### src/rtl/alu_multicycle.sv
// rtl/alu_multicycle.sv - handshaked ALU with single-cycle ops and iterative signed mul/div
// Divider datapath and DIV state are built only when ALU_DIV_EN is defined.
module alu_multicycle #(
    parameter  int WIDTH = 32,
    localparam int SHW   = $clog2(WIDTH)
) (
    input  logic             clock,
    input  logic             reset_n,
    input  logic             in_valid,
    output logic             in_ready,
    input  logic [WIDTH-1:0] data_operandA,
    input  logic [WIDTH-1:0] data_operandB,
    input  logic [4:0]       ctrl_ALUopcode,
    input  logic [SHW-1:0]   ctrl_shiftamt,
    output logic             out_valid,
    output logic [WIDTH-1:0] data_result,
    output logic             isNotEqual,
    output logic             isLessThan,
    output logic             overflow,
    output logic             exception
);

    localparam logic [4:0] OP_ADD = 5'd0;
    localparam logic [4:0] OP_SUB = 5'd1;
    localparam logic [4:0] OP_AND = 5'd2;
    localparam logic [4:0] OP_OR  = 5'd3;
    localparam logic [4:0] OP_SLL = 5'd4;
    localparam logic [4:0] OP_SRA = 5'd5;
    localparam logic [4:0] OP_MUL = 5'd6;
    localparam logic [4:0] OP_DIV = 5'd7;

    typedef enum logic [1:0] {S_IDLE, S_MUL, S_DIV, S_DONE} state_t;

    state_t               r_state;
    logic [SHW-1:0]       r_cnt;
    logic                 r_req;
    logic                 r_in_ready;
    logic [WIDTH-1:0]     r_a;
    logic [WIDTH-1:0]     r_b;
    logic [4:0]           r_op;
    logic [SHW-1:0]       r_sh;
    // r_mcand: multiplicand or divisor magnitude; r_prod: {acc, multiplier} or {remainder, quotient}
    logic [WIDTH-1:0]     r_mcand;
    logic [2*WIDTH-1:0]   r_prod;
    logic                 r_out_valid;
    logic [WIDTH-1:0]     r_result;
    logic                 r_ne;
    logic                 r_lt;
    logic                 r_ovf;
    logic                 r_exc;

    logic                 w_in_long;
    logic [WIDTH-1:0]     w_sum;
    logic [WIDTH-1:0]     w_diff;
    logic                 w_add_ovf;
    logic                 w_sub_ovf;
    logic                 w_ne;
    logic                 w_lt;
    logic [WIDTH-1:0]     w_abs_a;
    logic [WIDTH-1:0]     w_abs_b;
    logic                 w_neg;
    logic [WIDTH:0]       w_mul_sum;
    logic [2*WIDTH-1:0]   w_sprod;
    logic [WIDTH:0]       w_mul_top;
    logic                 w_mul_ovf;
    logic [WIDTH-1:0]     w_sc_result;
    logic                 w_sc_ovf;
    logic                 w_sc_exc;
    logic                 w_sc_flags;

`ifdef ALU_DIV_EN
    logic                 w_b_zero;
    logic [WIDTH:0]       w_div_shift;
    logic [WIDTH:0]       w_div_trial;
    logic [WIDTH-1:0]     w_squo;
    logic                 w_div_ovf;

    assign w_in_long   = (ctrl_ALUopcode == OP_MUL) || (ctrl_ALUopcode == OP_DIV);
    assign w_b_zero    = (r_b == '0);
    assign w_div_shift = {r_prod[2*WIDTH-1:WIDTH], r_prod[WIDTH-1]};
    assign w_div_trial = w_div_shift - {1'b0, r_mcand};
    assign w_squo      = w_neg ? -r_prod[WIDTH-1:0] : r_prod[WIDTH-1:0];
    // Only MIN / -1 yields a positive quotient with the top bit set
    assign w_div_ovf   = !w_neg && r_prod[WIDTH-1];
`else
    assign w_in_long   = (ctrl_ALUopcode == OP_MUL);
`endif

    assign w_sum     = r_a + r_b;
    assign w_diff    = r_a - r_b;
    assign w_add_ovf = (r_a[WIDTH-1] == r_b[WIDTH-1]) && (w_sum[WIDTH-1] != r_a[WIDTH-1]);
    assign w_sub_ovf = (r_a[WIDTH-1] != r_b[WIDTH-1]) && (w_diff[WIDTH-1] != r_a[WIDTH-1]);
    assign w_ne      = |w_diff;
    assign w_lt      = w_diff[WIDTH-1] ^ w_sub_ovf;
    assign w_abs_a   = r_a[WIDTH-1] ? -r_a : r_a;
    assign w_abs_b   = r_b[WIDTH-1] ? -r_b : r_b;
    assign w_neg     = r_a[WIDTH-1] ^ r_b[WIDTH-1];

    assign w_mul_sum = {1'b0, r_prod[2*WIDTH-1:WIDTH]} + (r_prod[0] ? {1'b0, r_mcand} : '0);
    assign w_sprod   = w_neg ? -r_prod : r_prod;
    assign w_mul_top = w_sprod[2*WIDTH-1:WIDTH-1];
    assign w_mul_ovf = !((&w_mul_top) || !(|w_mul_top));

    always_comb begin
        w_sc_result = '0;
        w_sc_ovf    = 1'b0;
        w_sc_exc    = 1'b0;
        w_sc_flags  = 1'b1;
        case (r_op)
            OP_ADD: begin
                w_sc_result = w_sum;
                w_sc_ovf    = w_add_ovf;
            end
            OP_SUB: begin
                w_sc_result = w_diff;
                w_sc_ovf    = w_sub_ovf;
            end
            OP_AND: w_sc_result = r_a & r_b;
            OP_OR:  w_sc_result = r_a | r_b;
            OP_SLL: w_sc_result = r_a << r_sh;
            OP_SRA: w_sc_result = $signed(r_a) >>> r_sh;
            OP_DIV: w_sc_exc    = 1'b1;
            default: w_sc_flags = 1'b0;
        endcase
    end

    always_ff @(posedge clock or negedge reset_n) begin
        if (!reset_n) begin
            r_state     <= S_IDLE;
            r_cnt       <= '0;
            r_req       <= 1'b0;
            r_in_ready  <= 1'b1;
            r_a         <= '0;
            r_b         <= '0;
            r_op        <= '0;
            r_sh        <= '0;
            r_mcand     <= '0;
            r_prod      <= '0;
            r_out_valid <= 1'b0;
            r_result    <= '0;
            r_ne        <= 1'b0;
            r_lt        <= 1'b0;
            r_ovf       <= 1'b0;
            r_exc       <= 1'b0;
        end else begin
            r_out_valid <= 1'b0;
            r_req       <= 1'b0;
            if (in_valid && r_in_ready) begin
                r_req      <= 1'b1;
                r_a        <= data_operandA;
                r_b        <= data_operandB;
                r_op       <= ctrl_ALUopcode;
                r_sh       <= ctrl_shiftamt;
                r_in_ready <= !w_in_long;
            end
            case (r_state)
                S_IDLE: begin
                    if (r_req) begin
                        if (r_op == OP_MUL) begin
                            r_state <= S_MUL;
                            r_cnt   <= '0;
                            r_mcand <= w_abs_a;
                            r_prod  <= {{WIDTH{1'b0}}, w_abs_b};
                        end
`ifdef ALU_DIV_EN
                        else if (r_op == OP_DIV) begin
                            r_cnt <= '0;
                            if (w_b_zero) begin
                                r_state <= S_DONE;
                            end else begin
                                r_state <= S_DIV;
                                r_mcand <= w_abs_b;
                                r_prod  <= {{WIDTH{1'b0}}, w_abs_a};
                            end
                        end
`endif
                        else begin
                            r_out_valid <= 1'b1;
                            r_result    <= w_sc_result;
                            r_ne        <= w_sc_flags & w_ne;
                            r_lt        <= w_sc_flags & w_lt;
                            r_ovf       <= w_sc_ovf;
                            r_exc       <= w_sc_exc;
                        end
                    end
                end
                S_MUL: begin
                    r_prod <= {w_mul_sum, r_prod[WIDTH-1:1]};
                    r_cnt  <= r_cnt + 1'b1;
                    if (r_cnt == SHW'(WIDTH - 1)) begin
                        r_state <= S_DONE;
                    end
                end
`ifdef ALU_DIV_EN
                S_DIV: begin
                    if (!w_div_trial[WIDTH]) begin
                        r_prod <= {w_div_trial[WIDTH-1:0], r_prod[WIDTH-2:0], 1'b1};
                    end else begin
                        r_prod <= {w_div_shift[WIDTH-1:0], r_prod[WIDTH-2:0], 1'b0};
                    end
                    r_cnt <= r_cnt + 1'b1;
                    if (r_cnt == SHW'(WIDTH - 1)) begin
                        r_state <= S_DONE;
                    end
                end
`endif
                S_DONE: begin
                    r_out_valid <= 1'b1;
                    r_in_ready  <= 1'b1;
                    r_state     <= S_IDLE;
                    r_ne        <= w_ne;
                    r_lt        <= w_lt;
                    if (r_op == OP_MUL) begin
                        r_result <= w_sprod[WIDTH-1:0];
                        r_ovf    <= w_mul_ovf;
                        r_exc    <= 1'b0;
                    end
`ifdef ALU_DIV_EN
                    else if (w_b_zero) begin
                        r_result <= '0;
                        r_ovf    <= 1'b0;
                        r_exc    <= 1'b1;
                    end else begin
                        r_result <= w_squo;
                        r_ovf    <= w_div_ovf;
                        r_exc    <= 1'b0;
                    end
`else
                    else begin
                        r_result <= '0;
                        r_ovf    <= 1'b0;
                        r_exc    <= 1'b1;
                    end
`endif
                end
                default: r_state <= S_IDLE;
            endcase
        end
    end

    assign in_ready    = r_in_ready;
    assign out_valid   = r_out_valid;
    assign data_result = r_result;
    assign isNotEqual  = r_ne;
    assign isLessThan  = r_lt;
    assign overflow    = r_ovf;
    assign exception   = r_exc;

endmodule

### config.mk
export PLATFORM = sky130hd
export DESIGN_NAME = alu_multicycle
export DESIGN_NICKNAME = d
export VERILOG_FILES = /design/src/rtl/alu_multicycle.sv
export SDC_FILE = /design/constraint.sdc
export NUM_CORES = 1
export LEC_CHECK = 0
export BUFFER_PORTS_ARGS = -buffer_cell sky130_fd_sc_hd__buf_2
export CAP_MARGIN = 20
export CORE_MARGIN = 5
export CORE_UTILIZATION = 50
export CTS_BUF_LIST = sky130_fd_sc_hd__clkbuf_16
export CTS_CLUSTER_DIAMETER = 100
export DETAILED_ROUTE_END_ITERATION = 16
export HOLD_SLACK_MARGIN = 0.02
export PLACE_DENSITY = 0.73
export SKIP_CTS_REPAIR_TIMING = 1
export SLEW_MARGIN = 40
export SYNTH_ARGS = -nofsm -noshare
export SYNTH_HDL_FRONTEND = slang
export SYNTH_SLANG_ARGS = --single-unit
### constraint.sdc
create_clock -name clock -period 5.9 [get_ports clock]
set_clock_uncertainty 0.1 [all_clocks]
set_input_delay 0.295 -clock clock [delete_from_list [all_inputs] [get_ports clock]]
set_output_delay 0.295 -clock clock [all_outputs]
set_load 0.02 [all_outputs]
Word level (Yosys, flattened, before mapping)
Index checks and enable logic that the tools add are counted.

Register bits: 216. Bits in latches: 0. Bits in writable memories: 0. Memory bits (read-only): 0. Bits of input ports: 77. Output and inout port bits: 38. Word-level logic and storage cells: 111. Memories: 0.

Add/sub/neg operators: 7. $mul: 0. Divide/modulo/power cells: 0. $lt $le $gt $ge: 0. Equality and inequality tests: 19. Shifts and indexed selects: 2. Muxes and demuxes: 41. Bitwise logic cells: 6. Reductions and logical operators: 20.

Operators by type and width (number): $mux W32 (6); $mux W64 (3); $pmux W32 S6 (1); $pmux W64 S2 (1); $neg A32 Y32 (2); $neg A64 Y64 (1); $pmux W32 S2 (1); $add A32 B32 Y33 (1); $reduce_and A33 Y1 (1); $reduce_or A33 Y1 (1); $add A32 B32 Y32 (1); $and A32 B32 Y32 (1); $or A32 B32 Y32 (1); $reduce_or A32 Y1 (1); $shl A32 B5 Y32 (1); $sshr A32 B5 Y32 (1); $sub A32 B32 Y32 (1); $eq A5 B3 Y1 const B (5); $mux W1 (16); $pmux W1 S2 (6); $reduce_and A3 Y1 (4); $eq A5 B2 Y1 const B (2); $mux W5 (2); $pmux W5 S2 (1); 19 further kinds (34).

Longest topological paths before layout
Gate-level depths: netlist (run 1).

Depth after elaboration: 8. Gate-level depth with buffers: 24. Mapped depth without buffers: 22.

Worst setup path after synthesis (run 1)
Ideal clock, no wire load.

Path kind: register to register. Start: register r_a[2]. End: register r_ne (netlist: isNotEqual). Arrival time: 4.588 ns. Data required time: 5.673 ns. Path slack: 1.085 ns. Cell stages (with the launch flop): 25. Buffers on the path: 2. Period minus slack after synthesis: 4.815 ns. Cell sequence: dfrtp_1 > clkbuf_1 > inv_1 > ha_1 > clkbuf_1 > nand2b_1 > o311ai_0 > a211o_1 > a211oi_1 > o2111ai_1 > nand3_1 > o311a_1 > a21oi_1 > nor2_1 > nor2_1 > fa_1 > nand4_1 > a31oi_1 > nor4bb_1 > nand4_1 > nor4_1 > o2111ai_1 > nor4_1 > nor4b_1 > nor2_1.

Word-level cells in the longest chain between the ends: 6.

Ends and longest elaborated chain: from (decl) (line 38) `logic [WIDTH-1:0] r_a;`; from (signal assigned) (line 150) `r_a <= data_operandA;`; $sub A32 B32 Y32 (*) (line 90) `assign w_diff = r_a - r_b;`; $reduce_or A32 Y1 (*) (line 93) `assign w_ne = |w_diff;`; $and A1 B1 Y1 (line 180) `r_ne <= w_sc_flags & w_ne;`; $mux W1 (line 159) `if (r_op == OP_MUL) begin`; $mux W1 (line 158) `if (r_req) begin`; $pmux W1 S2 (*) (line 156) `case (r_state)`; to (signal assigned) (line 180); to (signal assigned) (line 211) `r_ne <= w_ne;`; to (decl) (line 47) `logic r_ne;`.

Every way passes the cells marked *; elsewhere a longest branch is shown, timed or not. The select of a mux whose other input is x is not followed. A chain may end at the register's enable or synchronous reset.

Worst setup path after layout (run 1)
Start: register r_b[3]. End: register r_ne (netlist: isNotEqual).

Word-level cells in the longest chain between the ends: 6.

Ends and longest elaborated chain: from (decl) (line 39) `logic [WIDTH-1:0] r_b;`; from (signal assigned) (line 151) `r_b <= data_operandB;`; $sub A32 B32 Y32 (*) (line 90); $reduce_or A32 Y1 (*) (line 93); $and A1 B1 Y1 (line 180); $mux W1 (line 159); $mux W1 (line 158); $pmux W1 S2 (*) (line 156).

Marks and branches as above.

==> flow_metrics.py, run 1 <==
metrics = {
    "floorplanning": {
        "fp-row-count": 77,
        "core_mm2": 0.0442,
        "die_h_um": 222,
        "fp.dieArea_mm2": 0.0491,
        "dieWidth_um": 222,
        "start_util": 0.506,
        "io_pins": 115,
    },
    "sta": {
        "setup_slack_ps": 311,
        "relSlewSlack": 0.353,
        "fin_setup_tns_ps": 0,
        "fmax_ghz": 0.179,
        "worst_pin_slew_ps": 957,
        "setup_viol": 0,
        "finalCritPeriodShare": 0.947,
        "slew_viol_final": 0,
        "rsz0062_at_grt": "no",
        "hold_viol_final": 0,
        "post-route-min-period_ps": 5590,
    },
    "synthesis": {
        "synth_edf_count": 0,
        "synthArstFlopShare": 1.00,
        "ys_types": 85,
        "ys.flop_type": "dfrtp_1",
        "syn_nets": 3070,
        "netlist_area_mm2": 0.0224,
        "ys_warn_count": 0,
        "synth.avg_cell_area_um2": 7.87,
        "yosys_register_bits": 216,
        "syn_inst": 2846,
        "ys_seq_area_frac": 0.241,
    },
    "grt": {
        "grt_overflow": 0,
        "grt_pass1_vias": 22600,
        "grt.total_usage": 0.413,
        "grt_max_degree": 108,
        "grt_pass1_wl_um": 155000,
        "antenna_found_initial": 4,
    },
    "critical_path": {
        "crit_path_top_delay_cell": "fa_1",
        "cp-end-kind": "register",
        "worstPathRequired_ps": 6260,
        "worstReg2RegStart": "r_b[3]",
        "crit_chain": "inv_1 -> ha_1 -> nor2_1 -> o311ai_1 -> a211o_1 -> a211oi_1 -> buf_4 -> o2111ai_1 -> buf_4 -> nand3_1 -> o311a_1 -> a21oi_1 -> nor2_1 -> nor2_1 -> fa_1 -> nand4_1 -> a31oi_1 -> nor4bb_1 -> nand4_1 -> nor4_1 -> o2111ai_1 -> nor4_1 -> nor4b_1 -> nor2_1",
        "r2r_slack_ps": 310,
        "path_max_fanout": 5,
        "endpoint": "isNotEqual",
        "r2r-end": "isNotEqual",
        "worstSetupPathType": "register to register",
        "crit_top_cell": "nor2_1",
        "slowest_delay_ps": 590,
        "ff2ff_path_depth": 24,
        "start_kind": "register",
        "worst_ep_arrival_time_ps": 5950,
        "worstSetupStartpoint": "r_b[3]",
    },
    "placement": {
        "io_buffers": 114,
        "hpwl_um": 83900,
        "globalplace.congestion": 1.08,
        "dp_worst_setup_slack_ps": 415,
    },
    "detailed_routing": {
        "drtAntennaViolNets": 0,
        "wl_um": 107000,
        "first_pass_iters": 9,
        "vias": 24700,
        "wl_per_cell_um": 30.0,
        "drt_iter0_drc": 3825,
        "via_per_inst": 6.94,
        "drc_errors": 0,
    },
    "cts": {
        "root_buffer": "clkbuf_16",
        "path_clk_slew_ps": 70,
        "cts.htree.levels": 1,
        "clkSinkCount": 216,
        "clk-insertion-delay-late_ps": 590,
        "clockBufferDepth": 3,
        "numCtsBuffers": 28,
        "cts_tree": "yes",
    },
    "run": {
        "cap_viol_max_count": 0,
    },
    "layout": {
        "layout.nets": 3170,
        "drive_gt1_frac": 0.128,
        "regArea_mm2": 0.00542,
        "multi_input_area_mm2": 0.0158,
        "final_common_cell": "o21ai_0",
        "layout_common_cells": "306 x o21ai_0, 296 x nand2_1, 243 x nor2_1, 212 x dfrtp_1, 193 x a21oi_1",
        "area_delta_synth_final_pct": 13.9,
        "fillers": 4131,
    },
    "outcome": {
        "status": "completed",
    },
    "power_and_ir_drop": {
        "swShare": 0.543,
        "p_leak_nw": 10.7,
        "p_sw_mw": 7.45,
        "comb_power_share": 0.659,
        "peakVddDrop_mv": 0.251,
        "p_int_mw": 6.27,
        "clkPwrFrac": 0.138,
        "power.density_mw_per_mm2": 538,
        "pwr-share-seq": 0.203,
    },
    "min_path": {
        "hold_class": "primary input to register",
    },
}
[critical path, delay by kind of cell (launching register included)]
family / cells / cell delay [ps]
DFF: 1 / 420
AOI/OAI and AO/OA: 8 / 1640
buffers and inverters: 3 / 540
adders and majority gates: 2 / 870
and+or+nand+nor: 11 / 1880
[metal layers]
layer	track usage	up-vias	part of all wire
li1	-	10700	-
met1	0.542	11900	0.38
met2	0.616	1802	0.42
met3	0.104	380	0.12
met4	0.246	4	0.080
met5	0	-	0.00052
[through the flow]
step	cells	util	power [mW]	cell area [um^2]	hold WS, ps
final	3562	0.576	13.7	25500	0.456
after global routing	3560	0.576	14.3	25500	21.6
after CTS	3490	0.560	13.3	24800	-474
after detailed placement	3438	0.538	11.3	23800	136
after global placement	3435	0.536	11.3	23700	346
after floorplan	2846	-	8.13	22400	-101
[synth_stat cells (all sizes together), types with 27 or more instances]
cell type	n	area, um^2
mux2i	58	581
nor2	243	912
a21o	31	233
ha	143	1790
nor3	64	320
inv	115	432
nand3	52	260
or3	41	262
and2	52	325
a211oi	29	218
o31ai	42	329
a21oi	193	966
nand2	300	1130
xnor2	104	911
clkbuf	193	727
xor2	54	473
o211ai	31	233
dfrtp	215	5380
nor4	35	240
mux4	61	1370
buf	27	120
o21ai	310	1550
o22ai	47	294
[final cells by class]
type / count / area share
antenna: 2 / 0.000196
clock buffer: 29 / 0.0285
clock inverter: 23 / 0.0105
inverter: 118 / 0.0175
multi-input combinational: 2292 / 0.618
sequential: 216 / 0.212
tap: 592 / 0.0291
timing repair buffer: 290 / 0.0839
[worst min path at each step]
stage                                end  slack [ps]         startpoint  cells after the start
after global routing             r_a[15]          20  data_operandA[15]                      3
after CTS                      r_prod[3]        -470            reset_n                      1
after global placement         r_prod[3]         350            reset_n                      1
after detailed placement       r_prod[3]         140            reset_n                      1
final                            r_a[18]         0.5  data_operandA[18]                      3
after floorplan           data_result[0]        -100            reset_n                      0
[power by group through the flow]
stage / logic [mW] / registers (mW) / clock network (mW)
2_1_floorplan: 5.62 / 2.52 / 0
3_3_place_gp: 8.50 / 2.76 / 0
3_5_place_dp: 8.55 / 2.80 / 0
4_1_cts: 8.60 / 2.77 / 1.90
5_1_grt: 9.47 / 2.83 / 1.94
6_report: 9.04 / 2.79 / 1.89
[cell families (layout without fill, tap and decap cells)]
family / after synthesis / after routing / synth area share
fa+ha+maj: 147 / 147 / 0.0835
buf+inv: 338 / 460 / 0.0576
compound gates: 934 / 934 / 0.267
mux: 129 / 129 / 0.0923
flops: 216 / 216 / 0.241
xor+xnor: 158 / 158 / 0.0618
simple gates: 924 / 924 / 0.197
other cells: 0 / 2 / 0
[state kept, by name, indices dropped and copies added, names as in the netlist]
signal / cells
out_valid: 1
r_cnt: 5
r_req: 1
r_b: 32
isNotEqual: 1
overflow: 1
r_mcand: 32
r_a: 32
exception: 1
isLessThan: 1
in_ready: 1
r_sh: 5
r_state: 2
r_op: 5
r_prod: 64
data_result: 32
No activity file was read; power rests on OpenSTA's default activity.
==> run 2, diff against run 1 <==
Settings changed: CTS_BUF_LIST sky130_fd_sc_hd__clkbuf_16 to sky130_fd_sc_hd__clkbuf_4 sky130_fd_sc_hd__clkbuf_8.
==> flow_metrics.py, run 2 (synthesis results as in run 1) <==
metrics = {
    "outcome": {
        "status": "completed",
    },
    "cts": {
        "path_clk_slew_ps": 60,
        "root_buffer": "clkbuf_8",
        "cts.htree.levels": 2,
        "clk-insertion-delay-late_ps": 630,
        "clockBufferDepth": 3,
        "cts_tree": "yes",
        "numCtsBuffers": 43,
        "clkSinkCount": 216,
    },
    "detailed_routing": {
        "wl_um": 108000,
        "vias": 24800,
        "drt_iter0_drc": 3883,
        "drtAntennaViolNets": 0,
        "wl_per_cell_um": 30.0,
        "drc_errors": 0,
        "via_per_inst": 6.91,
        "first_pass_iters": 7,
    },
    "layout": {
        "largest_register_ffs": 64,
        "layout_common_cells": "306 x o21ai_0, 296 x nand2_1, 243 x nor2_1, 212 x dfrtp_1, 193 x a21oi_1",
        "area_delta_synth_final_pct": 13.9,
        "largest_register": "r_prod",
        "final_common_cell": "o21ai_0",
        "drive_gt1_frac": 0.138,
        "utilization": 0.577,
        "layout.nets": 3192,
    },
    "critical_path": {
        "path_max_fanout": 4,
        "worstSetupPathType": "register to register",
        "start_kind": "register",
        "path_depth": 24,
        "cp_top_family": "simple AND/OR/NAND/NOR gates",
        "worstReg2RegStart": "r_b[4]",
        "cp-end-kind": "register",
        "worstSetupStartpoint": "r_b[4]",
        "r2r_slack_ps": 170,
        "worst_ep_arrival_time_ps": 6120,
        "r2r-end": "isNotEqual",
        "ff2ff_path_depth": 24,
        "crit_chain": "inv_1 -> ha_1 -> nor2_1 -> o311ai_1 -> a211o_1 -> a211oi_1 -> buf_4 -> o2111ai_1 -> buf_4 -> nand3_1 -> o311a_1 -> a21oi_1 -> nor2_1 -> nor2_1 -> fa_1 -> nand4_1 -> a31oi_1 -> nor4bb_1 -> nand4_1 -> nor4_1 -> o2111ai_1 -> nor4_1 -> nor4b_1 -> nor2_1",
        "crit_path_top_delay_cell": "fa_1",
        "endpoint": "isNotEqual",
        "cp_num_buf_inv": 3,
        "worstPathRequired_ps": 6290,
        "crit_top_cell": "nor2_1",
        "slowest_delay_ps": 590,
    },
    "sta": {
        "fmax_ghz": 0.175,
        "hold_viol_final": 0,
        "rsz0062_at_grt": "no",
        "finalCritPeriodShare": 0.971,
        "relSlewSlack": 0.399,
        "post-route-min-period_ps": 5730,
        "worst_pin_slew_ps": 892,
        "fin_setup_tns_ps": 0,
        "slew_viol_final": 0,
        "whs_ps": 81.7,
        "setup_viol": 0,
    },
    "grt": {
        "grt_overflow": 0,
        "grt_pass1_wl_um": 155000,
        "grt_pass1_vias": 22600,
        "grt.total_usage": 0.414,
        "grt_max_degree": 108,
        "antenna_found_initial": 4,
    },
    "floorplanning": {
        "fp-row-count": 77,
        "dieWidth_um": 222,
        "fp.dieArea_mm2": 0.0491,
        "die_h_um": 222,
        "start_util": 0.506,
        "io_pins": 115,
        "core_mm2": 0.0442,
    },
    "run": {
        "cap_viol_max_count": 0,
    },
    "power_and_ir_drop": {
        "power.density_mw_per_mm2": 532,
        "p_leak_nw": 10.7,
        "peakVddDrop_mv": 0.281,
    },
    "min_path": {
        "hold_class": "primary input to asynchronous set/reset pin",
    },
    "placement": {
        "globalplace.congestion": 1.08,
        "io_buffers": 114,
        "hpwl_um": 83900,
    },
}
-- run 2: cell count changes in the layout (fill, tap and decap cells not counted) --
cell / previous run / this run
clkinv_1: 7 / 3
clkbuf_16: 29 / 0
clkinv_2: 3 / 5
inv_1: 120 / 114
bufinv_16: 6 / 1
clkbuf_4: 0 / 9
dlygate4sd3_1: 69 / 76
clkinvlp_4: 1 / 3
clkbuf_8: 0 / 57
clkinv_4: 2 / 0
-- run 2: layout make-up --
cell class                      count  area [um^2]
Timing Repair Buffer              297         2210
Antenna cell                        2         5.00
Inverter                          118          445
Multi-Input combinational cell   2292        15800
Fill cell                        4127        18700
Sequential cell                   216         5420
Tap cell                          592          741
Clock buffer                       66          852
Clock inverter                     10         86.3
-- run 2: report_power, final --
| group | total (mW) | switching [mW] | internal (mW) |
|---|---|---|---|
| clock | 1.73 | 0.766 | 0.964 |
| sequential | 2.79 | 0.797 | 1.99 |
| combinational | 9.04 | 5.91 | 3.13 |
| total | 13.6 | 7.47 | 6.09 |
-- run 2: through the flow --
stage	area, um^2	setup WS, ps	instances	total power [mW]
6_report	25500	170	3593	13.6
5_1_grt	25500	40.0	3591	14.1
4_1_cts	24700	347	3514	13.1
3_5_place_dp	23800	415	3438	11.3
3_3_place_gp	23700	591	3435	11.3
2_1_floorplan	22400	1090	2846	8.13
-- run 2: how the worst min path moves through the flow --
stage                     startpoint              to  cells after the start
after floorplan              reset_n  data_result[0]                      0
after global placement       reset_n       r_prod[3]                      1
after detailed placement     reset_n       r_prod[3]                      1
after CTS                    reset_n       r_prod[3]                      1
after global routing         reset_n       r_prod[4]                      2
final                        reset_n       r_prod[3]                      2
-- run 2: routing by layer --
metal / part of all wire / routed length, um / up-vias / GRT usage
li1: - / - / 10700 / -
met1: 0.38 / 40500 / 11900 / 0.540
met2: 0.42 / 45300 / 1828 / 0.613
met3: 0.12 / 13400 / 364 / 0.119
met4: 0.078 / 8400 / 4 / 0.247
met5: 0.00024 / 26 / - / 0
-- run 2: worst reg2reg max path: stages (launching register included) --
cell and delay, ps:
dfrtp_1 410, inv_1 160, ha_1 290, nor2_1 190
o311ai_1 260, a211o_1 410, a211oi_1 230, buf_4 160
o2111ai_1 140, buf_4 200, nand3_1 100, o311a_1 210
a21oi_1 80, nor2_1 100, nor2_1 60, fa_1 590
nand4_1 160, a31oi_1 190, nor4bb_1 250, nand4_1 170
nor4_1 310, o2111ai_1 170, nor4_1 260, nor4b_1 310
nor2_1 80
